[src/rtl/stream_unpack_pkg.sv]
// Shared helpers for stream_unpack.
//   state_e    : control state of the unpacker (no word held / word held).
//   idx_width  : width of the beat-index counter for a given ratio (at least 1 bit).
//   slice_sel  : which slice of the wide word carries beat k, honouring emit order.
package stream_unpack_pkg;

  typedef enum logic {
    StEmpty = 1'b0,
    StBusy  = 1'b1
  } state_e;

  function automatic int unsigned idx_width(input int unsigned ratio);
    return (ratio <= 1) ? 1 : unsigned'($clog2(ratio));
  endfunction

  // Beat k maps to slice k (lowest first) or slice ratio-1-k (highest first).
  function automatic int unsigned slice_sel(input int unsigned k, input int unsigned ratio,
                                            input bit msb_first);
    return msb_first ? (ratio - 1 - k) : k;
  endfunction

endpackage

[src/rtl/stream_unpack.sv]
// Width down-converter: takes one OUT_W*RATIO word and emits RATIO beats of OUT_W bits.
//   clk_i, rst_ni        : clock, asynchronous active-low reset
//   wdata_i/wvalid_i     : wide input word and its valid
//   wready_o             : word accepted this cycle (combinational from rready_i)
//   rdata_o/rvalid_o     : registered output beat and its valid
//   rready_i             : downstream accepts the beat
//   rlast_o              : current beat is the final slice of its word
module stream_unpack
  import stream_unpack_pkg::*;
#(
  parameter int unsigned OUT_W     = 64,
  parameter int unsigned RATIO     = 4,
  parameter bit          MSB_FIRST = 1'b0
) (
  input  logic                   clk_i,
  input  logic                   rst_ni,
  input  logic [OUT_W*RATIO-1:0] wdata_i,
  input  logic                   wvalid_i,
  output logic                   wready_o,
  output logic [OUT_W-1:0]       rdata_o,
  output logic                   rvalid_o,
  input  logic                   rready_i,
  output logic                   rlast_o
);

  localparam int unsigned     IdxW    = idx_width(RATIO);
  localparam logic [IdxW-1:0] IdxLast = IdxW'(RATIO - 1);

  state_e                      state_q, state_d;
  logic [IdxW-1:0]             idx_q, idx_d;
  logic [OUT_W-1:0]            rdata_q, rdata_d;
  logic                        rlast_q, rlast_d;
  logic [RATIO-1:0][OUT_W-1:0] word_q;
  logic [RATIO-1:0][OUT_W-1:0] wdata_beats;
  logic                        w_fire, r_fire;

  function automatic logic [OUT_W-1:0] pick(input logic [RATIO-1:0][OUT_W-1:0] w,
                                            input logic [IdxW-1:0] k);
    return w[IdxW'(slice_sel(32'(k), RATIO, MSB_FIRST))];
  endfunction

  assign wdata_beats = wdata_i;
  assign rvalid_o    = (state_q == StBusy);
  assign rdata_o     = rdata_q;
  assign rlast_o     = rlast_q;
  assign r_fire      = rvalid_o && rready_i;
  // A new word may enter on the same edge the last beat leaves, so there is no bubble.
  assign wready_o    = (state_q == StEmpty) || (r_fire && rlast_q);
  assign w_fire      = wvalid_i && wready_o;

  // State register.
  always_ff @(posedge clk_i or negedge rst_ni) begin
    if (!rst_ni) begin
      state_q <= StEmpty;
      idx_q   <= '0;
      rdata_q <= '0;
      rlast_q <= 1'b0;
    end else begin
      state_q <= state_d;
      idx_q   <= idx_d;
      rdata_q <= rdata_d;
      rlast_q <= rlast_d;
    end
  end

  // Held word carries no control meaning, so it needs no reset.
  always_ff @(posedge clk_i) begin
    if (w_fire) begin
      word_q <= wdata_beats;
    end
  end

  // Next-state logic.
  always_comb begin
    state_d = state_q;
    idx_d   = idx_q;
    unique case (state_q)
      StEmpty: begin
        if (w_fire) begin
          state_d = StBusy;
          idx_d   = '0;
        end
      end
      StBusy: begin
        if (r_fire) begin
          if (idx_q == IdxLast) begin
            idx_d   = '0;
            state_d = w_fire ? StBusy : StEmpty;
          end else begin
            idx_d = idx_q + IdxW'(1);
          end
        end
      end
      default: begin
        state_d = StEmpty;
        idx_d   = '0;
      end
    endcase
  end

  // Output register next values; a freshly captured word supplies beat 0 straight from wdata_i.
  always_comb begin
    rdata_d = '0;
    rlast_d = 1'b0;
    if (w_fire) begin
      rdata_d = pick(wdata_beats, '0);
      rlast_d = (IdxLast == '0);
    end else if (state_d == StBusy) begin
      rdata_d = pick(word_q, idx_d);
      rlast_d = (idx_d == IdxLast);
    end
  end

endmodule
[config.mk]
export PLATFORM = sky130hd
export DESIGN_NAME = stream_unpack
export DESIGN_NICKNAME = d
export VERILOG_FILES = /design/src/rtl/stream_unpack_pkg.sv /design/src/rtl/stream_unpack.sv
export SDC_FILE = /design/constraint.sdc
export NUM_CORES = 1
export LEC_CHECK = 0
export ABC_AREA = 1
export BUFFER_PORTS_ARGS = -buffer_cell sky130_fd_sc_hd__buf_2
export CORE_MARGIN = 2
export CORE_UTILIZATION = 48
export DETAILED_ROUTE_END_ITERATION = 12
export PLACE_DENSITY_LB_ADDON = 0.25
export RECOVER_POWER = 25
export REMOVE_ABC_BUFFERS = 1
export SETUP_SLACK_MARGIN = 0.02
export SLEW_MARGIN = 20
export SYNTH_ARGS = -nofsm -noshare
export SYNTH_HDL_FRONTEND = slang
export SYNTH_SLANG_ARGS = --single-unit
[constraint.sdc]
create_clock -name clk_i -period 8.75 [get_ports clk_i]
set_clock_uncertainty 0.2 [all_clocks]
set_input_delay 0.875 -clock clk_i [delete_from_list [all_inputs] [get_ports clk_i]]
set_output_delay 0.875 -clock clk_i [all_outputs]
set_load 0.02 [all_outputs]
==> metrics.md <==
| Metric | Value |
|---|---|
| Status | `complete, no violations` |
| Placed instance count | `between 1,500 and 2,000` |
| Post-synth cell types | `15` |
| Layout cell share with drive strength beyond 1 | `0.2847` |
| Post-CTS sizing | `0` |
| Arr. time, crit path | `3.86 ns` |
| Post-synth top area cell | `edfxtp_1` |
| Post-Syn Area | `12,640 um2` |
| Vias in the first global route | `8,799` |
| Max H-tree Level | `2` |
| Area growth syn-to-layout | `22.98%` |
| Final GP Congestion | `between 0.7 and 0.8` |
| Startpoint Class | `register` |
| Core area | `~26,000 um2` |
| Max Fanout on Critical Path | `70` |
| Fmax | `~270 MHz` |
| Tcrit/Tclk final | `0.4191` |
| CTS Buffer Depth | `3` |
| Worst slew pin tran | `1.064 ns` |
| WL/cell | `19.05 um` |
| Design Area, Final | `roughly 16,000 um2` |
| Synth warn | `0` |
| Synth Area in Adders | `0.0009900` |
| Final nets | `approximately 1,600` |
| Kind of critical path | `reg -> reg` |
| Non-Filler Instances | `1,666` |
| Seq cells post-synth | `roughly 320` |
| Post-CTS Hold Buffers | `0` |
| Pwr/cell area | `around 360 nW/um2` |
| Most common cell in the synthesized netlist | `nand2_1` |
| CP Capture Type | `register` |
| Max incr delay on CP | `0.77 ns` |
| Num Clock Sinks | `324` |
| Fraction of registers with async set/reset | `0.2099` |
| Crit-path slowest cell | `nand3_4` |
| Max-Cap Viols | `0` |
| Total wire length | `about 32,000 um` |
| Cells after Synth | `1,010` |
| Post-synthesis sequential area ratio | `0.7429` |
| CTS Root Cell | `clkbuf_16` |
| Gr usage total | `0.2245` |
| Clk slew on worst S/H paths | `around 0.060 ns` |
| CP Buf/Inv Count | `2` |
| Post-layout min period | `3.667 ns` |
| TritonCTS Buffers | `36` |
| DR iter-0 viols | `approximately 920` |
| Top FF cell, synth | `edfxtp_1` |
| P_leak | `approximately 6.5 nW` |
| Synth cell count leaders | `nand2_1 (265), edfxtp_1 (256), nand3_1 (196)` |
| Clk_lat worst skew | `roughly 0.50 ns` |
| Simple-gate share of the synthesized area | `0.2212` |
| Final Slew Violations | `0` |
| Port Buf Inserts | `326` |
| Die area | `roughly 28,000 um2` |
| Hold_ws | `0.2160 ns` |
| First drt pass iteration count | `5` |
| Dominant cells by area after synthesis | `edfxtp_1 (61%), dfrtp_1 (13%), nand2_1 (7.9%)` |
| ANT nets after route | `0` |
| I/O pins | `327` |
| Initial antenna violation count | `9` |
| # rows | `59` |
| Headroom to the max-slew limit | `0.2908` |
| Syn avg cell area | `around 13 um2` |
| DP Worst Slack | `approximately 4.7 ns` |
| VDD IR max | `roughly 400 uV` |
| Data required, critical path | `8.94 ns` |
| Top-area cell type share of the netlist area | `0.6083` |
| # DRC | `0` |
| Starting Density | `0.4864` |
| Fin. Hold Viols | `0` |
| Min-delay worst type | `in -> async` |
| CP delay by family, top | `simple AND/OR/NAND/NOR gates` |
| Pin count of the biggest net entering global routing | `144` |
| Detailed placer's ending HPWL | `roughly 18,000 um` |
| RSZ-0062 raised after global routing | `no` |
| Die Height | `around 170 um` |
| CP Cell Sequence | `ha_1, o21bai_4, buf_4, nand3_4, buf_4, nand2_1, nand3_1, nand3_1, nand2_1` |
| Die W | `around 170 um` |
| PnR worst setup slack | `between 5 and 6 ns` |
| Main combinational cell family by area after synthesis | `simple AND/OR/NAND/NOR gates` |
| # setup viols final | `0` |
| Area after DPL | `~14,000 um2` |
| XOR/XNOR Fraction of Synth Area | `0` |
| Total grt overflow | `0` |
| Post-synth EDFFs | `between 200 and 300` |
| Mux cell area share after synthesis | `0` |
| DR vias | `around 9,100` |
| CTS tree | `done` |
| Synth Area in Compound Gates | `0.001287` |
| Final core occ | `0.5981` |
| First-pass GRT wire length | `approximately 50,000 um` |
| Setup repair bufs after CTS | `0` |
| Vias per cell | `5.486` |
kinds of logic after synthesis:
| logic type | count (synthesis) |
|---|---|
| adders and majority gates | 1 |
| and+or+nand+nor | 591 |
| buffers and inverters | 92 |
| AOI/OAI and AO/OA | 2 |
| DFF | 324 |
placed cells by master, fill, tap and decap left out, drive strengths merged:
cell      n
nand2   265
inv       9
clkinv    7
a21oi     1
bufinv    2
nor2      1
dfrtp    68
edfxtp  256
buf     321
ha        1
nor4      1
diode     7
clkbuf   67
o21bai    1
nand3   196
nand4   128
routing by layer:
metal  part of all wire  up-vias  wire (um)  track usage
li1                   -     4287          -            -
met1               0.40     4328      12810       0.3145
met2               0.48      455      15090       0.3509
met3              0.092       63       2936      0.05052
met4              0.027        6        866      0.07646
met5             0.0013        -         42            0
report_power, final:
part           total, mW  internal (mW)  switching, mW
clock network       1.43          0.859          0.570
registers           2.23           2.11          0.112
logic               2.01          0.580           1.43
total               5.67           3.55           2.11
area by class of cell:
class	instances	area, um2
Tap cell	335	419.2
Multi-Input combinational cell	594	2877
Clock inverter	9	91.34
Sequential cell	324	9389
Antenna cell	7	17.52
Fill cell	2162	10440
Timing Repair Buffer	335	1692
Inverter	9	41.29
Clock buffer	53	1016
stage by stage:
step	setup TNS, ns	total power [mW]
after floorplan	-107.03	3.734
after global placement	0	4.242
after detailed placement	0	4.286
after CTS	0	5.714
after global routing	0	6.012
final	0	5.668
worst paths after layout:
| check | slack (ns) | end | start | cells past startpoint |
|---|---|---|---|---|
| worst max-delay path | 5.08 | rdata_o[52] | idx_q[0] | 9 |
| worst min-delay path | 0.22 | rdata_o[41] | rst_ni | 1 |
| worst max register to register | 5.08 | rdata_o[52] | idx_q[0] | 9 |
| worst min register to register | 0.36 | rdata_o[17] | word_q[17] | 4 |
| max in group asynchronous | 7.58 | rdata_o[45] | rst_ni | 1 |
| min in group clk_i | 0.34 | word_q[187] | wdata_i[187] | 1 |
sequential cells by signal, summed over array words and instances (netlist names):
register,cells
idx_q,2
rdata_o,64
rlast_o,1
rvalid_o,1
word_q,256
Power figures use the tool's default switching activity.
